## src/rtl/wb_periph_interconnect.sv

```systemverilog
// wb_periph_interconnect
// Wishbone classic 1-master -> N_PERIPH-slave interconnect. The slot is
// decoded from addr_i[SEL_LSB +: SEL_W]. The request is registered and driven
// to the selected slave. The slave's ack/data come back as a one-cycle
// ack_o/data_o. Unmapped slots and slaves that never ack are answered with a
// one-cycle err_o.
//
// Ports
//   clk, rst_n                  clock, async active-low reset
//   cyc_i/stb_i/we_i            master request qualifiers
//   sel_i/addr_i/data_i         master byte enables, address, write data
//   data_o/ack_o/err_o          response to master (1-cycle pulses)
//   p_cyc_o/p_stb_o             per-slot cycle/strobe, one-hot or zero
//   p_we_o/p_sel_o/p_addr_o/p_data_o  registered request, shared by all slots
//   p_ack_i/p_data_i            per-slot ack and read data (slot k at [32k+:32])
//
// States
//   IDLE | waiting for cyc_i & stb_i
//   BUSY | strobing the selected slave, counting towards TIMEOUT
//   RESP | ack_o with captured read word
//   ERR  | err_o for unmapped slot or timeout
module wb_periph_interconnect #(
  parameter int N_PERIPH = 8,
  parameter int SEL_W    = 3,
  parameter int SEL_LSB  = 28,
  parameter int TIMEOUT  = 255
) (
  input  logic                  clk,
  input  logic                  rst_n,
  input  logic                  cyc_i,
  input  logic                  stb_i,
  input  logic                  we_i,
  input  logic [3:0]            sel_i,
  input  logic [31:0]           addr_i,
  input  logic [31:0]           data_i,
  output logic [31:0]           data_o,
  output logic                  ack_o,
  output logic                  err_o,
  output logic [N_PERIPH-1:0]   p_cyc_o,
  output logic [N_PERIPH-1:0]   p_stb_o,
  output logic                  p_we_o,
  output logic [3:0]            p_sel_o,
  output logic [31:0]           p_addr_o,
  output logic [31:0]           p_data_o,
  input  logic [N_PERIPH-1:0]   p_ack_i,
  input  logic [32*N_PERIPH-1:0] p_data_i
);

  localparam int CNT_W = (TIMEOUT < 2) ? 1 : $clog2(TIMEOUT);

  typedef enum logic [1:0] {IDLE, BUSY, RESP, ERR} state_e;

  state_e               state_q;
  logic [SEL_W-1:0]     slot_q;
  logic [CNT_W-1:0]     cnt_q;
  logic [N_PERIPH-1:0]  stb_q;
  logic                 we_q;
  logic [3:0]           sel_q;
  logic [31:0]          addr_q;
  logic [31:0]          wdata_q;
  logic [31:0]          rdata_q;
  logic                 ack_q;
  logic                 err_q;

  logic [SEL_W-1:0]     slot_d;
  logic                 slot_mapped;
  logic [N_PERIPH-1:0]  stb_d;
  logic                 ack_sel;
  logic [31:0]          rdata_sel;
  logic                 timeout_hit;

  assign slot_d = addr_i[SEL_LSB +: SEL_W];
  // Compare at 32 bits: N_PERIPH may equal 2**SEL_W, which does not fit SEL_W.
  assign slot_mapped = ({{(32-SEL_W){1'b0}}, slot_d} < 32'(N_PERIPH));
  assign timeout_hit = (cnt_q == CNT_W'(TIMEOUT - 1));

  // stb_d decodes the incoming address; ack/data mux follows the latched slot,
  // so acks from non-selected slots never reach the FSM.
  always_comb begin
    stb_d     = '0;
    ack_sel   = 1'b0;
    rdata_sel = '0;
    for (int k = 0; k < N_PERIPH; k++) begin
      stb_d[k] = (slot_d == SEL_W'(k));
      if (slot_q == SEL_W'(k)) begin
        ack_sel   = p_ack_i[k];
        rdata_sel = p_data_i[32*k +: 32];
      end
    end
  end

  always_ff @(posedge clk or negedge rst_n) begin
    if (!rst_n) begin
      state_q <= IDLE;
      slot_q  <= '0;
      cnt_q   <= '0;
      stb_q   <= '0;
      we_q    <= 1'b0;
      sel_q   <= '0;
      addr_q  <= '0;
      wdata_q <= '0;
      rdata_q <= '0;
      ack_q   <= 1'b0;
      err_q   <= 1'b0;
    end else begin
      // Response outputs are pulses; data_o reads zero except during RESP.
      ack_q   <= 1'b0;
      err_q   <= 1'b0;
      rdata_q <= '0;
      case (state_q)
        IDLE: begin
          if (cyc_i && stb_i) begin
            we_q    <= we_i;
            sel_q   <= sel_i;
            addr_q  <= addr_i;
            wdata_q <= data_i;
            slot_q  <= slot_d;
            cnt_q   <= '0;
            if (slot_mapped) begin
              state_q <= BUSY;
              stb_q   <= stb_d;
            end else begin
              state_q <= ERR;
              err_q   <= 1'b1;
            end
          end
        end
        BUSY: begin
          // Priority: master abort, then slave ack, then timeout.
          if (!cyc_i) begin
            state_q <= IDLE;
            stb_q   <= '0;
          end else if (ack_sel) begin
            state_q <= RESP;
            stb_q   <= '0;
            ack_q   <= 1'b1;
            rdata_q <= rdata_sel;
          end else if (timeout_hit) begin
            state_q <= ERR;
            stb_q   <= '0;
            err_q   <= 1'b1;
          end else begin
            cnt_q <= cnt_q + 1'b1;
          end
        end
        RESP:    state_q <= IDLE;
        ERR:     state_q <= IDLE;
        default: state_q <= IDLE;
      endcase
    end
  end

  assign data_o   = rdata_q;
  assign ack_o    = ack_q;
  assign err_o    = err_q;
  assign p_cyc_o  = stb_q;
  assign p_stb_o  = stb_q;
  assign p_we_o   = we_q;
  assign p_sel_o  = sel_q;
  assign p_addr_o = addr_q;
  assign p_data_o = wdata_q;

endmodule

```

## config.mk

```make
export PLATFORM = sky130hd
export DESIGN_NAME = wb_periph_interconnect
export DESIGN_NICKNAME = d
export VERILOG_FILES = /design/src/rtl/wb_periph_interconnect.sv
export SDC_FILE = /design/constraint.sdc
export NUM_CORES = 1
export LEC_CHECK = 0
export BUFFER_PORTS_ARGS = -buffer_cell sky130_fd_sc_hd__buf_2
export CAP_MARGIN = 20
export CORE_AREA = 2 2 177 179
export CTS_BUF_LIST = sky130_fd_sc_hd__clkbuf_16
export DETAILED_ROUTE_END_ITERATION = 16
export DIE_AREA = 0 0 179 181
export PLACE_DENSITY = 0.45
export SLEW_MARGIN = 20
export SYNTH_ARGS = -nofsm -noshare
export SYNTH_HDL_FRONTEND = slang
export SYNTH_SLANG_ARGS = --single-unit
```

## constraint.sdc

```tcl
create_clock -name clk -period 2.2 [get_ports clk]
set_input_delay 0.33 -clock clk [delete_from_list [all_inputs] [get_ports clk]]
set_output_delay 0.33 -clock clk [all_outputs]
set_load 0.03 [all_outputs]
```

==> metrics.txt, run 1 <==
# IOs=456; # Post-CTS Setup Buffers=0; Setup CP Type=reg2out; die span in y=181 µm; DR vias=7011; Max-slew headroom=56.0%; GR Util All Layers=17.7%; largest stage delay on the critical path=0.54 ns; CTS root buffer=clkbuf_16; TritonCTS clock tree=built; pwr dens=1020 nW/µm²; Top Family by Delay on Critical Path=buffers and inverters; Clock Sinks=121; Leak=0.00528 µW; Worst Skew=0.0137 ns; P&R area growth vs syn=50.1%; Post-synth EDFFs=0; residual DRC count=0; Worst Hold Depth=3; final core area utilization=32.7%; Slew @ Worst Pin=0.657 ns; Die ar.=32400 µm²; total global routing overflow=0; top_reg_cell synth=dfrtp_1; CP max stage cell=buf_4; synth cell count leaders=263 x nand2_1, 121 x dfrtp_1, 58 x nor2_1; top post-synthesis cells by area=dfrtp_1 46%, nand2_1 15%, mux4_2 8.2%; synthesized area per cell=9.05 µm²; worst hold path startpoint=addr_i[0]; CTS Buf Count=17; Die X=179 µm; final slew viol count=0; final worst-path cycle share=96.3%; GPL Wtd Cong=0.888; critical path cell sequence=buf_4 -> buf_2; first-pass GRT wire length=43100 µm; Worst Setup SP=slot_q[1]; register area share after synthesis=45.8%; peak supply drop=0.490 mV; initial antenna violation count=5; total power=10100 µW; Req. time, crit path=1.87 ns; Reg area=3040 µm²; post-route ant nets=0; Nets=1504; fin crit period=2.12 ns; fillers=3289; Fmax achieved=472 MHz; Synth Net Count=1069; Yosys top cell area share=45.8%; DRT Wirelength=29300 µm; # H-tree levels=4; core area=30300 µm²; status=complete, no violations; Via density=4.45; CTS clock-pin slew for the worst setup and hold paths=0.07 ns; CP arrival=1.79 ns; Buf+Inv Stages, Crit Path=2; Synth Instances=730; Rows=64; DRT iter0 DRCs=358; DR WL/cell=18.6 µm; latest clock arrival within the worst-skew pair=0.41 ns; setup TNS=0 ns; most common cell in the netlist=nand2_1; YS warnings=0; maximum number of pins on one net before global-route repair=75; R2R depth=7; Final HPWL DP=23000 µm; Critical Path Sink Type=output port; clk buf depth=2; largest area contributor in the synthesized netlist=dfrtp_1; R2R Path Start=slot_q[1]; Distinct cells, synth=40; max_cap viols=0; number of global-route vias before repair=7178; RSZ-0062 raised after global routing=no; Hold Crit Class=in2reg; Worst Path Max Fanout=45; CP Depth=2; drt pass-1 iters=4; multi-input logic area=3250 µm²; I/O Buffers=455; final setup vio count=0; post-synthesis register bit count=121; share of layout cells above drive strength 1=47.6%; Hold Fails Final Rpt=0; asr flop ratio synth=100%; Startpoint Class=flop; Initial Utilization=21.8%; Mapped Area=6610 µm²
[power breakdown]
group          total, µW  internal [µW]  leakage (µW)  switching (µW)
combinational       4220           1550       0.00342            2680
clock               2930           1780      0.000289            1140
sequential          2960           2680       0.00157             279
[stage by stage]
step / setup WS, ns / cell area (µm²) / hold WS [ns] / std cells
after global routing: 0.00705 / 9910 / 0.0827 / 1576
after floorplan: 0.333 / 6610 / 0.0344 / 730
after detailed placement: 0.177 / 9300 / 0.260 / 1541
after global placement: 0.221 / 9300 / 0.264 / 1541
after CTS: 0.0492 / 9900 / 0.0834 / 1573
final: 0.0818 / 9910 / 0.103 / 1577
[layer usage]
metal,part of all wire (%),GRT usage (%)
met2,49,29.8
met3,7.6,4.12
met5,0.044,0
met1,42,22.6
met4,1.2,4.98
[worst register-to-register path, delay by kind of cell (launching register included)]
family | cells | cell delay [ns]
DFF | 1 | 0.54
and+or+nand+nor | 3 | 0.66
buffers and inverters | 1 | 0.19
AOI/OAI and AO/OA | 3 | 0.56
[state kept, by name, indices dropped and copies added (netlist names)]
signal    flops
data_o       32
p_data_o     32
p_addr_o     30
cnt_q         8
p_cyc_o       8
p_sel_o       4
slot_q        2
state_q       2
ack_o         1
err_o         1
p_we_o        1
[layout by cell type, fill, tap and decap left out, types with 7 or more instances in the layout]
cell type / count
a21oi_2: 18
buf_4: 18
clkbuf_16: 17
o21ai_0: 23
nand3_1: 7
mux4_2: 24
dfrtp_1: 118
o221ai_1: 20
o31ai_1: 7
a21oi_1: 30
mux2i_1: 34
nor2_1: 58
a22o_1: 20
nand2_1: 263
buf_2: 454
[kinds of logic (layout without fill, tap and decap cells)]
logic type | Yosys count | in the layout | synth area share, %
muxes | 58 | 58 | 13.3
AOI/OAI and AO/OA | 131 | 131 | 14.0
DFF | 121 | 121 | 45.8
adders and majority gates | 2 | 2 | 0.379
buffers and inverters | 66 | 513 | 5.04
and+or+nand+nor | 352 | 352 | 21.4
other | 0 | 4 | 0
[repair_timing]
item                      in CTS  in global routing
hold buffers                   1                  0
hold endpoints to repair      34                  0
gates resized for setup        0                  0
[area by class of cell]
type / count / share of cell area (%)
multi-input combinational: 543 / 32.8
sequential: 121 / 30.6
timing repair buffer: 478 / 25.3
tap: 396 / 5.00
clock buffer: 17 / 4.29
clock inverter: 14 / 1.74
inverter: 4 / 0.151
antenna: 4 / 0.101
[worst paths after layout]
path | endpoint | slack [ns]
min in group asynchronous | p_addr_o[3] | 0.38
min | p_addr_o[0] | 0.10
max in group asynchronous | data_o[16] | 1.14
max | p_addr_o[29] | 0.08
max reg2reg | cnt_q[3] | 0.18
min reg2reg | p_addr_o[9] | 0.47
Note: power is estimated with default switching activity, not from simulation.
==> inputs of run 2 (changes only) <==
--- a/config.mk
+++ b/config.mk
@@ -5,13 +5,14 @@
 export SDC_FILE = /design/constraint.sdc
 export NUM_CORES = 1
 export LEC_CHECK = 0
+export ABC_AREA = 1
 export BUFFER_PORTS_ARGS = -buffer_cell sky130_fd_sc_hd__buf_2
 export CAP_MARGIN = 20
-export CORE_AREA = 2 2 177 179
+export CORE_AREA = 2 2 180 182
 export CTS_BUF_LIST = sky130_fd_sc_hd__clkbuf_16
 export DETAILED_ROUTE_END_ITERATION = 16
-export DIE_AREA = 0 0 179 181
-export PLACE_DENSITY = 0.45
+export DIE_AREA = 0 0 182 184
+export PLACE_DENSITY = 0.43
 export SLEW_MARGIN = 20
 export SYNTH_ARGS = -nofsm -noshare
 export SYNTH_HDL_FRONTEND = slang
==> metrics.txt, run 2 <==
RSZ-0062 raised after global routing=yes; maximum number of pins on one net before global-route repair=68; Leak=0.00556 µW; Setup CP Type=reg2reg; Max-slew headroom=51.4%; Rows=65; Req. time, crit path=2.49 ns; Final HPWL DP=24900 µm; Fmax achieved=496 MHz; synthesized area per cell=7.23 µm²; CP arrival=2.31 ns; clk buf depth=2; peak supply drop=0.426 mV; Worst Skew=0.0166 ns; Worst Path Max Fanout=14; met3 WL post-DR=2340 µm; Slew @ Worst Pin=0.728 ns; I/O Buffers=455; DR vias=7719; final slew viol count=0; # H-tree levels=4; top post-synthesis cells by area=dfrtp_1 47%, nand2_1 24%, nand3_1 6.8%; cell area after layout=9930 µm²; P&R area growth vs syn=54.7%; YS warnings=0; count of non-filler cells in the finished layout=1752; Initial Utilization=20.4%; number of global-route vias before repair=7728; DRT met1 WL=12900 µm; first-pass GRT wire length=47100 µm; Hold Crit Class=in2reg; residual DRC count=0; CTS Buf Count=17; fin crit period=2.02 ns; Synth Instances=887; Via density=4.41; Distinct cells, synth=33; Top Metal Used=met5; Synth Net Count=1226; Nets=1668; register area share after synthesis=47.2%; leading cell type in the layout, fill and taps excluded=buf_2; GR Util All Layers=18.7%; status=complete, no violations; Die ar.=33500 µm²; synth cell count leaders=416 x nand2_1, 121 x dfrtp_1, 87 x nand3_1; max_cap viols=0; DR WL met2=15900 µm; drt pass-1 iters=5; CTS root buffer=clkbuf_16; post-route ant nets=0; final setup vio count=0; area post-placement=9230 µm²; Post-synth EDFFs=0; initial antenna violation count=11; TritonCTS clock tree=built; post-synthesis register bit count=121; pwr dens=1190 nW/µm²; total global routing overflow=0; CTS clock-pin slew for the worst setup and hold paths=0.07 ns; DRT Wirelength=31900 µm; latest clock arrival within the worst-skew pair=0.41 ns; DR WL/cell=18.2 µm; final worst-path cycle share=91.7%; Die X=182 µm; Mapped Area=6420 µm²; commonest non-fill, non-tap cells in the layout=454 x buf_2, 416 x nand2_1, 120 x dfrtp_1; placed cells=1711; die span in y=184 µm; # IOs=456; most common cell in the netlist=nand2_1; largest area contributor in the synthesized netlist=dfrtp_1; DRT iter0 DRCs=378; setup TNS=0 ns; share of layout cells above drive strength 1=39.6%; top_reg_cell synth=dfrtp_1; core area=31400 µm²; asr flop ratio synth=100%; Hold Fails Final Rpt=0; GPL Wtd Cong=0.825; Yosys top cell area share=47.2%; Clock Sinks=121; Critical Path Sink Type=flop; Startpoint Class=flop
[run 2: changes by cell type in the layout (fill, tap and decap cells not counted), sizes merged, moves of 21 or more]
cell / before / now
mux4: 24 / 0
inv: 6 / 27
mux2i: 34 / 0
nand2: 263 / 418
nand3: 8 / 90
nor2: 58 / 36
[run 2: logic make-up after synthesis]
| group | Yosys count | share of synthesized area, % |
|---|---|---|
| AO/OA/AOI/OAI | 103 | 9.18 |
| AND/OR/NAND/NOR | 577 | 37.4 |
| XOR/XNOR | 3 | 0.410 |
| flip-flops | 121 | 47.2 |
| buffers and inverters | 81 | 5.44 |
| adder cells (fa/ha/maj) | 2 | 0.390 |
[run 2: worst paths after layout]
kind / to / depth (start not counted) / slack [ns] / start
worst max register to register: data_o[1] / 8 / 0.18 / slot_q[1]
worst min-delay path: p_data_o[20] / 3 / 0.11 / data_i[20]
worst max-delay path: data_o[1] / 8 / 0.18 / slot_q[1]
max in group asynchronous: p_data_o[21] / 3 / 1.27 / rst_n
worst min register to register: p_data_o[28] / 2 / 0.46 / p_data_o[28]
min in group asynchronous: p_addr_o[10] / 2 / 0.31 / rst_n
[run 2: layout make-up]
class                           count  area (µm²)
Tap cell                          402         503
Clock inverter                     15         210
Clock buffer                       17         425
Multi-Input combinational cell    685        3080
Fill cell                        3537       21500
Antenna cell                        8        20.0
Inverter                           22        82.6
Sequential cell                   121        3030
Timing Repair Buffer              482        2570
[run 2: stage by stage]
step                      util [%]  worst slack (ns)  hold WS [ns]  total power (µW)
final                         31.6             0.183         0.110             11800
after floorplan                  -             0.318        0.0344              6680
after detailed placement      29.4           -0.0750         0.205              8790
after global routing          31.6           -0.0255        0.0998             12700
after global placement        29.4           -0.0697         0.209              8770
after CTS                     31.5            0.0750        0.0854             12000
[run 2: report_power, final]
| part | switching [µW] | internal [µW] | total (µW) |
|---|---|---|---|
| Sequential | 340 | 2820 | 3160 |
| Combinational | 3820 | 1730 | 5550 |
| Clock | 1180 | 1920 | 3100 |
| Total | 5340 | 6470 | 11800 |
[run 2: repair_timing]
action / in CTS / in global routing
setup buffers: 0 / 0
hold endpoints to repair: 12 / 0
endpoints found under the setup margin: 1 / 19
gates resized for setup: 1 / 4
hold buffers: 1 / 0
[run 2: critical path: stages (launching register included)]
cell      delay (ns)
dfrtp_2         0.44
inv_2           0.12
nor2_1          0.07
nand2_1         0.15
inv_1           0.30
a221oi_2        0.39
nand4_1         0.25
o21ai_0         0.14
nor2_1          0.05
[run 2: metal layers]
| layer | vias to the layer above | track usage (%) |
|---|---|---|
| met5 | - | 0 |
| met1 | 3535 | 22.4 |
| li1 | 3795 | - |
| met2 | 340 | 32.0 |
| met3 | 43 | 4.81 |
| met4 | 6 | 7.19 |
